[config.mk]
export PLATFORM = sky130hd
export DESIGN_NAME = regfile_write_arbiter_flat
export DESIGN_NICKNAME = d
export VERILOG_FILES = /design/src/rtl/regfile_write_arbiter_if.sv /design/src/rtl/regfile_write_arbiter.sv /design/src/flat_wrapper.sv
export SDC_FILE = /design/constraint.sdc
export NUM_CORES = 1
export LEC_CHECK = 0
export ABC_CLOCK_PERIOD_IN_PS = 1700
export BUFFER_PORTS_ARGS = -buffer_cell sky130_fd_sc_hd__buf_4
export CAP_MARGIN = 30
export CORE_MARGIN = 3
export CORE_UTILIZATION = 46
export CTS_CLUSTER_SIZE = 28
export DETAILED_ROUTE_END_ITERATION = 10
export PLACE_DENSITY = 0.89
export RECOVER_POWER = 100
export SETUP_SLACK_MARGIN = 0.4
export SKIP_LAST_GASP = 1
export SYNTH_ARGS = -nofsm -noshare
export SYNTH_HDL_FRONTEND = slang
export SYNTH_SLANG_ARGS = --single-unit
[constraint.sdc]
create_clock -name clk -period 1.7 [get_ports clk]
set_input_delay 0.255 -clock clk [delete_from_list [all_inputs] [get_ports clk]]
set_output_delay 0.255 -clock clk [all_outputs]
set_load 0.02 [all_outputs]
[src/rtl/regfile_write_arbiter_if.sv]
// Bundle between the result producers / decode stage and the register-file
// write arbiter: two valid/ready result channels, the long-latency issue
// notification, decode source operands with the hazard stall, and the
// register file write port.
interface regfile_write_arbiter_if;
    // ALU writeback channel
    logic        aluValid;
    logic [4:0]  aluAddress;
    logic [31:0] aluData;
    logic        aluReady;
    // memory / multiply result channel
    logic        memValid;
    logic [4:0]  memAddress;
    logic [31:0] memData;
    logic        memReady;
    // long-latency issue and decode hazard query
    logic        issueValid;
    logic [4:0]  issueAddress;
    logic [4:0]  rsAddress;
    logic [4:0]  rtAddress;
    logic        stall;
    // register file write port
    logic        registerWrite;
    logic [4:0]  writeAddress;
    logic [31:0] writeData;

    // Producer / decode side
    modport master (
        output aluValid, aluAddress, aluData,
        output memValid, memAddress, memData,
        output issueValid, issueAddress, rsAddress, rtAddress,
        input  aluReady, memReady, stall,
        input  registerWrite, writeAddress, writeData
    );

    // Arbiter side
    modport slave (
        input  aluValid, aluAddress, aluData,
        input  memValid, memAddress, memData,
        input  issueValid, issueAddress, rsAddress, rtAddress,
        output aluReady, memReady, stall,
        output registerWrite, writeAddress, writeData
    );
endinterface

[src/rtl/regfile_write_arbiter.sv]
// Register file write-port arbiter. ALU results normally win the single write
// port; the memory/multiply unit wins a conflict once it has lost MAX_STARVE
// conflicts in a row. A pending-write scoreboard tracks destinations owed by
// issued long-latency ops so decode can stall on RAW/WAW hazards.
module regfile_write_arbiter #(
    parameter int MAX_STARVE = 4
) (
    input  logic                    clk,
    input  logic                    rst,
    regfile_write_arbiter_if.slave  bus
);

    localparam logic [3:0] STARVE_LIMIT = 4'(MAX_STARVE);

    logic [3:0]  starve_count_reg;
    logic [3:0]  starve_count_next;
    logic [31:0] pending_reg;
    logic [31:0] pending_next;
    logic        register_write_reg;
    logic [4:0]  write_address_reg;
    logic [31:0] write_data_reg;

    logic        mem_priority;
    logic        alu_grant;
    logic        mem_grant;
    logic        any_grant;
    logic [4:0]  grant_address;
    logic [31:0] grant_data;

    // Pick the winner of the write port; nothing is accepted while in reset so
    // held results are taken only after reset is released.
    always_comb begin
        mem_priority  = (starve_count_reg == STARVE_LIMIT);
        alu_grant     = rst && bus.aluValid && (!bus.memValid || !mem_priority);
        mem_grant     = rst && bus.memValid && (!bus.aluValid || mem_priority);
        any_grant     = alu_grant || mem_grant;
        grant_address = mem_grant ? bus.memAddress : bus.aluAddress;
        grant_data    = mem_grant ? bus.memData    : bus.aluData;
    end

    // Count consecutive conflicts lost by mem; any other outcome restarts it.
    always_comb begin
        starve_count_next = 4'd0;
        if (bus.aluValid && bus.memValid && alu_grant) begin
            starve_count_next = (starve_count_reg == STARVE_LIMIT) ?
                                starve_count_reg : starve_count_reg + 4'd1;
        end
    end

    // Scoreboard update per register: an issue sets, a mem grant clears, and a
    // set in the same cycle as a clear wins. r0 is never owed.
    assign pending_next[0] = 1'b0;
    generate
        for (genvar gi = 1; gi < 32; gi++) begin : g_pending
            logic set_bit;
            logic clear_bit;
            assign set_bit   = bus.issueValid && (bus.issueAddress == 5'(gi));
            assign clear_bit = mem_grant && (bus.memAddress == 5'(gi));
            assign pending_next[gi] = set_bit || (pending_reg[gi] && !clear_bit);
        end
    endgenerate

    // Scoreboard and starvation state.
    always_ff @(posedge clk or negedge rst) begin
        if (!rst) begin
            starve_count_reg <= 4'd0;
            pending_reg      <= 32'd0;
        end else begin
            starve_count_reg <= starve_count_next;
            pending_reg      <= pending_next;
        end
    end

    // Registered write port; writes to r0 are accepted but never enabled.
    always_ff @(posedge clk or negedge rst) begin
        if (!rst) begin
            register_write_reg <= 1'b0;
            write_address_reg  <= 5'd0;
            write_data_reg     <= 32'd0;
        end else begin
            register_write_reg <= any_grant && (grant_address != 5'd0);
            if (any_grant) begin
                write_address_reg <= grant_address;
                write_data_reg    <= grant_data;
            end
        end
    end

    assign bus.aluReady      = alu_grant;
    assign bus.memReady      = mem_grant;
    assign bus.registerWrite = register_write_reg;
    assign bus.writeAddress  = write_address_reg;
    assign bus.writeData     = write_data_reg;

    // Hazard: a source operand or the new destination is still owed.
    assign bus.stall = pending_reg[bus.rsAddress] || pending_reg[bus.rtAddress] ||
                       (bus.issueValid && pending_reg[bus.issueAddress]);

endmodule

[src/flat_wrapper.sv]
// flat-port wrapper written by rule: the top's interface ports become plain ports
module regfile_write_arbiter_flat 
#(
    parameter int MAX_STARVE = 4
)
  (clk, rst, bus_aluValid, bus_aluAddress, bus_aluData, bus_memValid, bus_memAddress, bus_memData, bus_issueValid, bus_issueAddress, bus_rsAddress, bus_rtAddress, bus_aluReady, bus_memReady, bus_stall, bus_registerWrite, bus_writeAddress, bus_writeData);
  regfile_write_arbiter_if bus_i ();
  input  logic clk;
  input  logic rst;
  input wire logic [$bits(bus_i.aluValid)-1:0] bus_aluValid;
  input wire logic [$bits(bus_i.aluAddress)-1:0] bus_aluAddress;
  input wire logic [$bits(bus_i.aluData)-1:0] bus_aluData;
  input wire logic [$bits(bus_i.memValid)-1:0] bus_memValid;
  input wire logic [$bits(bus_i.memAddress)-1:0] bus_memAddress;
  input wire logic [$bits(bus_i.memData)-1:0] bus_memData;
  input wire logic [$bits(bus_i.issueValid)-1:0] bus_issueValid;
  input wire logic [$bits(bus_i.issueAddress)-1:0] bus_issueAddress;
  input wire logic [$bits(bus_i.rsAddress)-1:0] bus_rsAddress;
  input wire logic [$bits(bus_i.rtAddress)-1:0] bus_rtAddress;
  output wire logic [$bits(bus_i.aluReady)-1:0] bus_aluReady;
  output wire logic [$bits(bus_i.memReady)-1:0] bus_memReady;
  output wire logic [$bits(bus_i.stall)-1:0] bus_stall;
  output wire logic [$bits(bus_i.registerWrite)-1:0] bus_registerWrite;
  output wire logic [$bits(bus_i.writeAddress)-1:0] bus_writeAddress;
  output wire logic [$bits(bus_i.writeData)-1:0] bus_writeData;
  assign bus_i.aluValid = bus_aluValid;
  assign bus_i.aluAddress = bus_aluAddress;
  assign bus_i.aluData = bus_aluData;
  assign bus_i.memValid = bus_memValid;
  assign bus_i.memAddress = bus_memAddress;
  assign bus_i.memData = bus_memData;
  assign bus_i.issueValid = bus_issueValid;
  assign bus_i.issueAddress = bus_issueAddress;
  assign bus_i.rsAddress = bus_rsAddress;
  assign bus_i.rtAddress = bus_rtAddress;
  assign bus_aluReady = bus_i.aluReady;
  assign bus_memReady = bus_i.memReady;
  assign bus_stall = bus_i.stall;
  assign bus_registerWrite = bus_i.registerWrite;
  assign bus_writeAddress = bus_i.writeAddress;
  assign bus_writeData = bus_i.writeData;
  regfile_write_arbiter #(.MAX_STARVE(MAX_STARVE)) u_core (.clk(clk), .rst(rst), .bus(bus_i));
endmodule
==> impl_metrics.env, run 1 <==
export IMPL_drv_slew=0
export IMPL_clock_root_buffer="clkbuf_8"
export IMPL_cellLeakagePower_nw=2.762
export IMPL_area_growth_pct=59.32
export IMPL_required_ns=1.44
export IMPL_seq_area_sq_mm=0.001827
export IMPL_reg2reg_from="u_core.starve_count_reg[0]$_DFFE_PN0P_"
export IMPL_synth_cell_types=47
export IMPL_grt_usage=0.3221
export IMPL_gp_congestion=0.9785
export IMPL_worst_pin_slew_ns=1.008
export IMPL_synth_edf_count=0
export IMPL_crit_start="u_core.pending_reg[15]$_DFF_PN0_"
export IMPL_die_h_microns=99.56
export IMPL_cts_clk_slew_worst_paths_ns=0.09
export IMPL_finalWorstSetupSlack_ns=-0.5194
export IMPL_cp_end_kind="output pin"
export IMPL_fmax_ghz=0.4506
export IMPL_dp_cells=680
export IMPL_port_buffers=134
export IMPL_drt_iter0_markers=394
export IMPL_h_tree_depth=3
export IMPL_yosys_area_top_type="dfrtp_1"
export IMPL_finalCritPeriodShare=1.306
export IMPL_period_minus_slack_ns=2.219
export IMPL_fin_skew_ns=0.009697
export IMPL_largest_register_ffs=32
export IMPL_total_power_mw=5.657
export IMPL_peakVddDrop_mv=0.7636
export IMPL_netlist_area_sq_mm=0.004026
export IMPL_cts_made_buffers=9
export IMPL_cts_buffer_depth=2
export IMPL_synth_top_area_frac=0.4537
export IMPL_status="finished with violations"
export IMPL_fp_dieW_microns=99.56
export IMPL_worstHoldPathType="primary input to flop"
export IMPL_clk_latency_ns=0.35
export IMPL_cp_arrival_ns=1.96
export IMPL_grt_pass1_wl_microns=24740
export IMPL_nFillCells=482
export IMPL_synthFlopType="dfrtp_1"
export IMPL_rows=33
export IMPL_grt_antenna_before_repair=0
export IMPL_setup_tns_ns=-17.52
export IMPL_antennaDiodeCount=0
export IMPL_wl_microns=17970
export IMPL_synth_common_cells="nor2_1, dfrtp_1, o21ai_0"
export IMPL_drc=0
export IMPL_layoutNonFillerInstCount=724
export IMPL_ant_nets=0
export IMPL_synth_most_common_cell="nor2_1"
export IMPL_nets=711
export IMPL_critical_path_class="flop to output pin"
export IMPL_crit_path_max_fanout=4
export IMPL_dr_total_vias=4672
export IMPL_multi_input_area_sq_mm=0.002536
export IMPL_core_area_sq_mm=0.008341
export IMPL_io_pins=135
export IMPL_syn_num_nets=522
export IMPL_initial_core_util=0.4827
export IMPL_synthCells=426
export IMPL_yosysSeqAreaShare=0.4537
export IMPL_drive_above_1_share=0.4523
export IMPL_hold_viol=0
export IMPL_holdCritStartpoint="bus_aluData[27]"
export IMPL_grt_pass1_vias=4782
export IMPL_power_density_mw_per_mm2=881.8
export IMPL_synth_avg_cell_area_sq_um=9.452
export IMPL_relSlewSlack=0.3278
export IMPL_viasPerCell=6.453
export IMPL_grt_max_degree=74
export IMPL_violations="negative setup slack"
export IMPL_die_area_sq_mm=0.009911
export IMPL_synthTopCellsByArea="dfrtp_1, mux4_2, nor2_1, o22ai_1, mux2i_1"
export IMPL_synth_seq_cells=73
export IMPL_maxCapViolCount=0
export IMPL_rsz0062_at_grt="yes"
export IMPL_cts_tree="built"
export IMPL_ys_warn_count=0
export IMPL_clock_sinks=73
export IMPL_grt_overflow_total=0
export IMPL_wire_per_inst_microns=24.82
export IMPL_startpoint_type="flop"
export IMPL_async_flop_share=1.000
export IMPL_setup_violations=72
export IMPL_first_pass_iters=5
export IMPL_dpl_hpwl_microns=9333
## critical path, cell delays in order, from the launching register on
cell and delay (ns):
dfrtp_1 0.48, mux4_2 0.51, nand3_1 0.10, nand4_1 0.10, a221oi_2 0.17, nand3_1 0.11, buf_6 0.15
## routing by layer
layer / wire (microns) / part of all wire / track usage / vias up
met2: 9074 / 0.50 / 0.5568 / 394
li1: - / - / - / 1947
met4: 1188 / 0.066 / 0.1460 / 0
met5: 0 / 0 / 0 / -
met3: 1912 / 0.11 / 0.09397 / 106
met1: 5795 / 0.32 / 0.3686 / 2225
## cell usage in the layout, fill, tap and decap left out, drive strengths merged, types with 4 or more instances in the layout
cell / instances
clkbuf: 53
a22o: 8
a31oi: 5
o21ai: 36
o22ai: 32
mux4: 14
nand4b: 4
nand2b: 9
inv: 8
nor2b: 6
nand2: 31
nor2: 80
nor3: 6
nand4: 8
buf: 166
o41ai: 4
nand3: 13
mux2i: 18
dfrtp: 73
## final timing paths
check	endpoint	slack, ns	cells past startpoint
worst max-delay path	bus_stall	-0.52	6
worst min-delay path	u_core.bus.writeData[27]$_DFFE_PN0P_	0.14	3
worst max register to register	u_core.bus.writeData[31]$_DFFE_PN0P_	-0.39	13
worst min register to register	u_core.bus.writeData[27]$_DFFE_PN0P_	0.55	2
max in group asynchronous	u_core.pending_reg[2]$_DFF_PN0_	0.50	2
min in group asynchronous	u_core.bus.writeAddress[4]$_DFFE_PN0P_	0.54	2
## power breakdown
part,leakage [nW],switching [mW],internal (mW)
logic,1.84,0.992,0.959
clock network,0.0864,0.665,0.671
registers,0.837,0.337,2.03
## through the flow
step | util | area, sq um | setup slack (ns) | hold WS (ns)
global placement | 0.6497 | 5419 | -0.2409 | 0.4730
CTS | 0.7472 | 6232 | -0.4629 | 0.1168
finish | 0.7691 | 6415 | -0.5194 | 0.1401
detailed placement | 0.6497 | 5419 | -0.2604 | 0.4793
floorplan | - | 4100 | -0.07464 | -0.04059
global route | 0.7691 | 6415 | -0.6487 | 0.1412
## logic make-up (layout without fill, tap and decap cells)
group / Yosys count / count (layout) / share of synthesized area
AND/OR/NAND/NOR: 170 / 170 / 0.1952
AO/OA/AOI/OAI: 107 / 107 / 0.1709
flip-flops: 73 / 73 / 0.4537
buffers and inverters: 38 / 231 / 0.04102
multiplexers: 34 / 34 / 0.1286
adder cells (fa/ha/maj): 2 / 2 / 0.006214
XOR/XNOR: 2 / 2 / 0.004351
## cell type report
cell class	instances	area share
well taps	105	0.02048
clock inverters	3	0.006632
clock buffers	12	0.02107
inverters	8	0.005071
flip-flops and latches	73	0.2848
repair buffers	208	0.2666
multi-input cells	315	0.3954
## what timing repair did
item	CTS	global route
setup buffers	19	4
hold buffers	0	0
pin swaps	30	42
resized for setup	89	83
gates cloned	6	0
endpoints found under the setup margin	72	76
(Power assumes the default switching activity.)
==> inputs of run 2 (changes only) <==
- ABC_CLOCK_PERIOD_IN_PS: 1700 -> 1950
- RECOVER_POWER: 100 -> 25
- clock period: 1.7 -> 1.95 ns (I/O delays scaled with it)
==> impl_metrics.env, run 2 (synthesis gave the netlist of run 1 again) <==
export IMPL_die_h_microns=99.56
export IMPL_final_cell_mix="buf_4, nor2_1, dfrtp_1"
export IMPL_cts_tree="built"
export IMPL_initial_core_util=0.4827
export IMPL_cts_made_buffers=9
export IMPL_fin_skew_ns=0.01826
export IMPL_first_pass_iters=5
export IMPL_path_cells="mux4_2, nand2b_1, o21ai_1, a221oi_2, nand3_2, buf_6"
export IMPL_power_density_mw_per_mm2=812.5
export IMPL_cts_clk_slew_worst_paths_ns=0.10
export IMPL_setup_tns_ns=-0.6089
export IMPL_worstHoldPathType="primary input to flop"
export IMPL_grt_usage=0.2939
export IMPL_finalCritPeriodShare=1.177
export IMPL_period_minus_slack_ns=2.294
export IMPL_area_growth_pct=54.66
export IMPL_viasPerCell=6.394
export IMPL_cp_end_kind="output pin"
export IMPL_gp_congestion=0.9882
export IMPL_worst_pin_slew_ns=1.106
export IMPL_antennaDiodeCount=0
export IMPL_startpoint_type="flop"
export IMPL_die_area_sq_mm=0.009911
export IMPL_grt_max_degree=46
export IMPL_io_pins=135
export IMPL_clock_sinks=73
export IMPL_cp_arrival_ns=2.00
export IMPL_ant_nets=0
export IMPL_crit_path_max_fanout=4
export IMPL_rsz0062_at_grt="yes"
export IMPL_relSlewSlack=0.2624
export IMPL_nFillCells=492
export IMPL_required_ns=1.66
export IMPL_dpl_hpwl_microns=9482
export IMPL_clk_latency_ns=0.37
export IMPL_slowest_delay_ns=0.49
export IMPL_violations="negative setup slack"
export IMPL_grt_pass1_wl_microns=22810
export IMPL_critical_path_class="flop to output pin"
export IMPL_grt_pass1_vias=4456
export IMPL_h_tree_depth=3
export IMPL_largest_register_ffs=32
export IMPL_peakVddDrop_mv=0.7446
export IMPL_maxCapViolCount=0
export IMPL_hold_viol=0
export IMPL_final_common_cell="buf_4"
export IMPL_drv_slew=0
export IMPL_cts_buffer_depth=2
export IMPL_cpMaxStageDelayCell="mux4_2"
export IMPL_drt_iter0_markers=399
export IMPL_drive_above_1_share=0.4746
export IMPL_cellLeakagePower_nw=2.724
export IMPL_wire_per_inst_microns=23.59
export IMPL_port_buffers=134
export IMPL_clock_root_buffer="clkbuf_8"
export IMPL_fp_dieW_microns=99.56
export IMPL_status="finished with violations"
export IMPL_post_route_util=0.7466
export IMPL_wl_microns=16400
export IMPL_core_area_sq_mm=0.008341
export IMPL_grt_overflow_total=0
export IMPL_drc=0
export IMPL_finalWorstSetupSlack_ns=-0.3445
export IMPL_dr_total_vias=4444
export IMPL_grt_antenna_before_repair=1
export IMPL_setup_violations=6
export IMPL_rows=33
export IMPL_nets=681
export IMPL_fmax_ghz=0.4358
run 2: where the power goes:
| group | leakage, nW | switching (mW) | internal, mW | total, mW |
|---|---|---|---|---|
| Combinational | 1.78 | 0.756 | 0.798 | 1.55 |
| Sequential | 0.836 | 0.343 | 1.77 | 2.12 |
| Clock | 0.113 | 0.629 | 0.761 | 1.39 |
run 2: per-layer routing:
| metal | vias up | global-route usage | share of wire |
|---|---|---|---|
| met5 | - | 0 | 0.00067 |
| met4 | 2 | 0.1208 | 0.041 |
| met3 | 67 | 0.07293 | 0.093 |
| met2 | 322 | 0.4959 | 0.51 |
| met1 | 2164 | 0.3608 | 0.35 |
| li1 | 1889 | - | - |
run 2: cell type report:
cell class,count,area (sq um),area share
flip-flops and latches,73,1828,0.2935
multi-input cells,315,2524,0.4053
clock buffers,10,137.6,0.02210
inverters,8,30.03,0.004822
clock inverters,6,90.09,0.01447
well taps,105,131.4,0.02110
repair buffers,178,1486,0.2387
run 2: worst max-delay path, delay by kind of cell (launching register included):
family / cells / cell delay [ns]
AOI/OAI and AO/OA: 2 / 0.33
and+or+nand+nor: 2 / 0.21
DFF: 1 / 0.47
muxes: 1 / 0.49
buffers and inverters: 1 / 0.15
run 2: final timing paths:
check | startpoint | to | slack (ns) | cells after the start
worst max-delay path | u_core.pending_reg[14]$_DFF_PN0_ | bus_stall | -0.34 | 6
worst min-delay path | bus_aluData[1] | u_core.bus.writeData[1]$_DFFE_PN0P_ | 0.15 | 3
worst max register to register | u_core.starve_count_reg[0]$_DFFE_PN0P_ | u_core.pending_reg[7]$_DFF_PN0_ | -0.10 | 8
worst min register to register | u_core.bus.writeData[12]$_DFFE_PN0P_ | u_core.bus.writeData[12]$_DFFE_PN0P_ | 0.56 | 2
max in group asynchronous | rst | u_core.pending_reg[9]$_DFF_PN0_ | 0.88 | 2
min in group asynchronous | rst | u_core.pending_reg[26]$_DFF_PN0_ | 0.33 | 2
run 2: stage by stage:
stage	hold WS, ns	power [mW]	setup slack [ns]	std cells	instance area (sq um)
2_1_floorplan	-0.003091	2.736	0.1753	426	4115
3_3_place_gp	0.2705	3.307	-0.02750	658	5255
3_5_place_dp	0.2748	3.361	-0.05390	658	5255
4_1_cts	0.05332	4.819	-0.3069	685	5946
5_1_grt	0.1641	5.236	-0.3981	695	6227
6_report	0.1493	5.059	-0.3445	695	6227
run 2: timing repair:
action / 4_1_cts / 5_1_grt
buffers inserted: 7 / 10
endpoints found under the setup margin: 72 / 72
endpoints found under the hold margin: 28 / 0
pin swaps: 22 / 27
resized for setup: 86 / 48
gates cloned: 3 / 0
hold buffers: 1 / 0
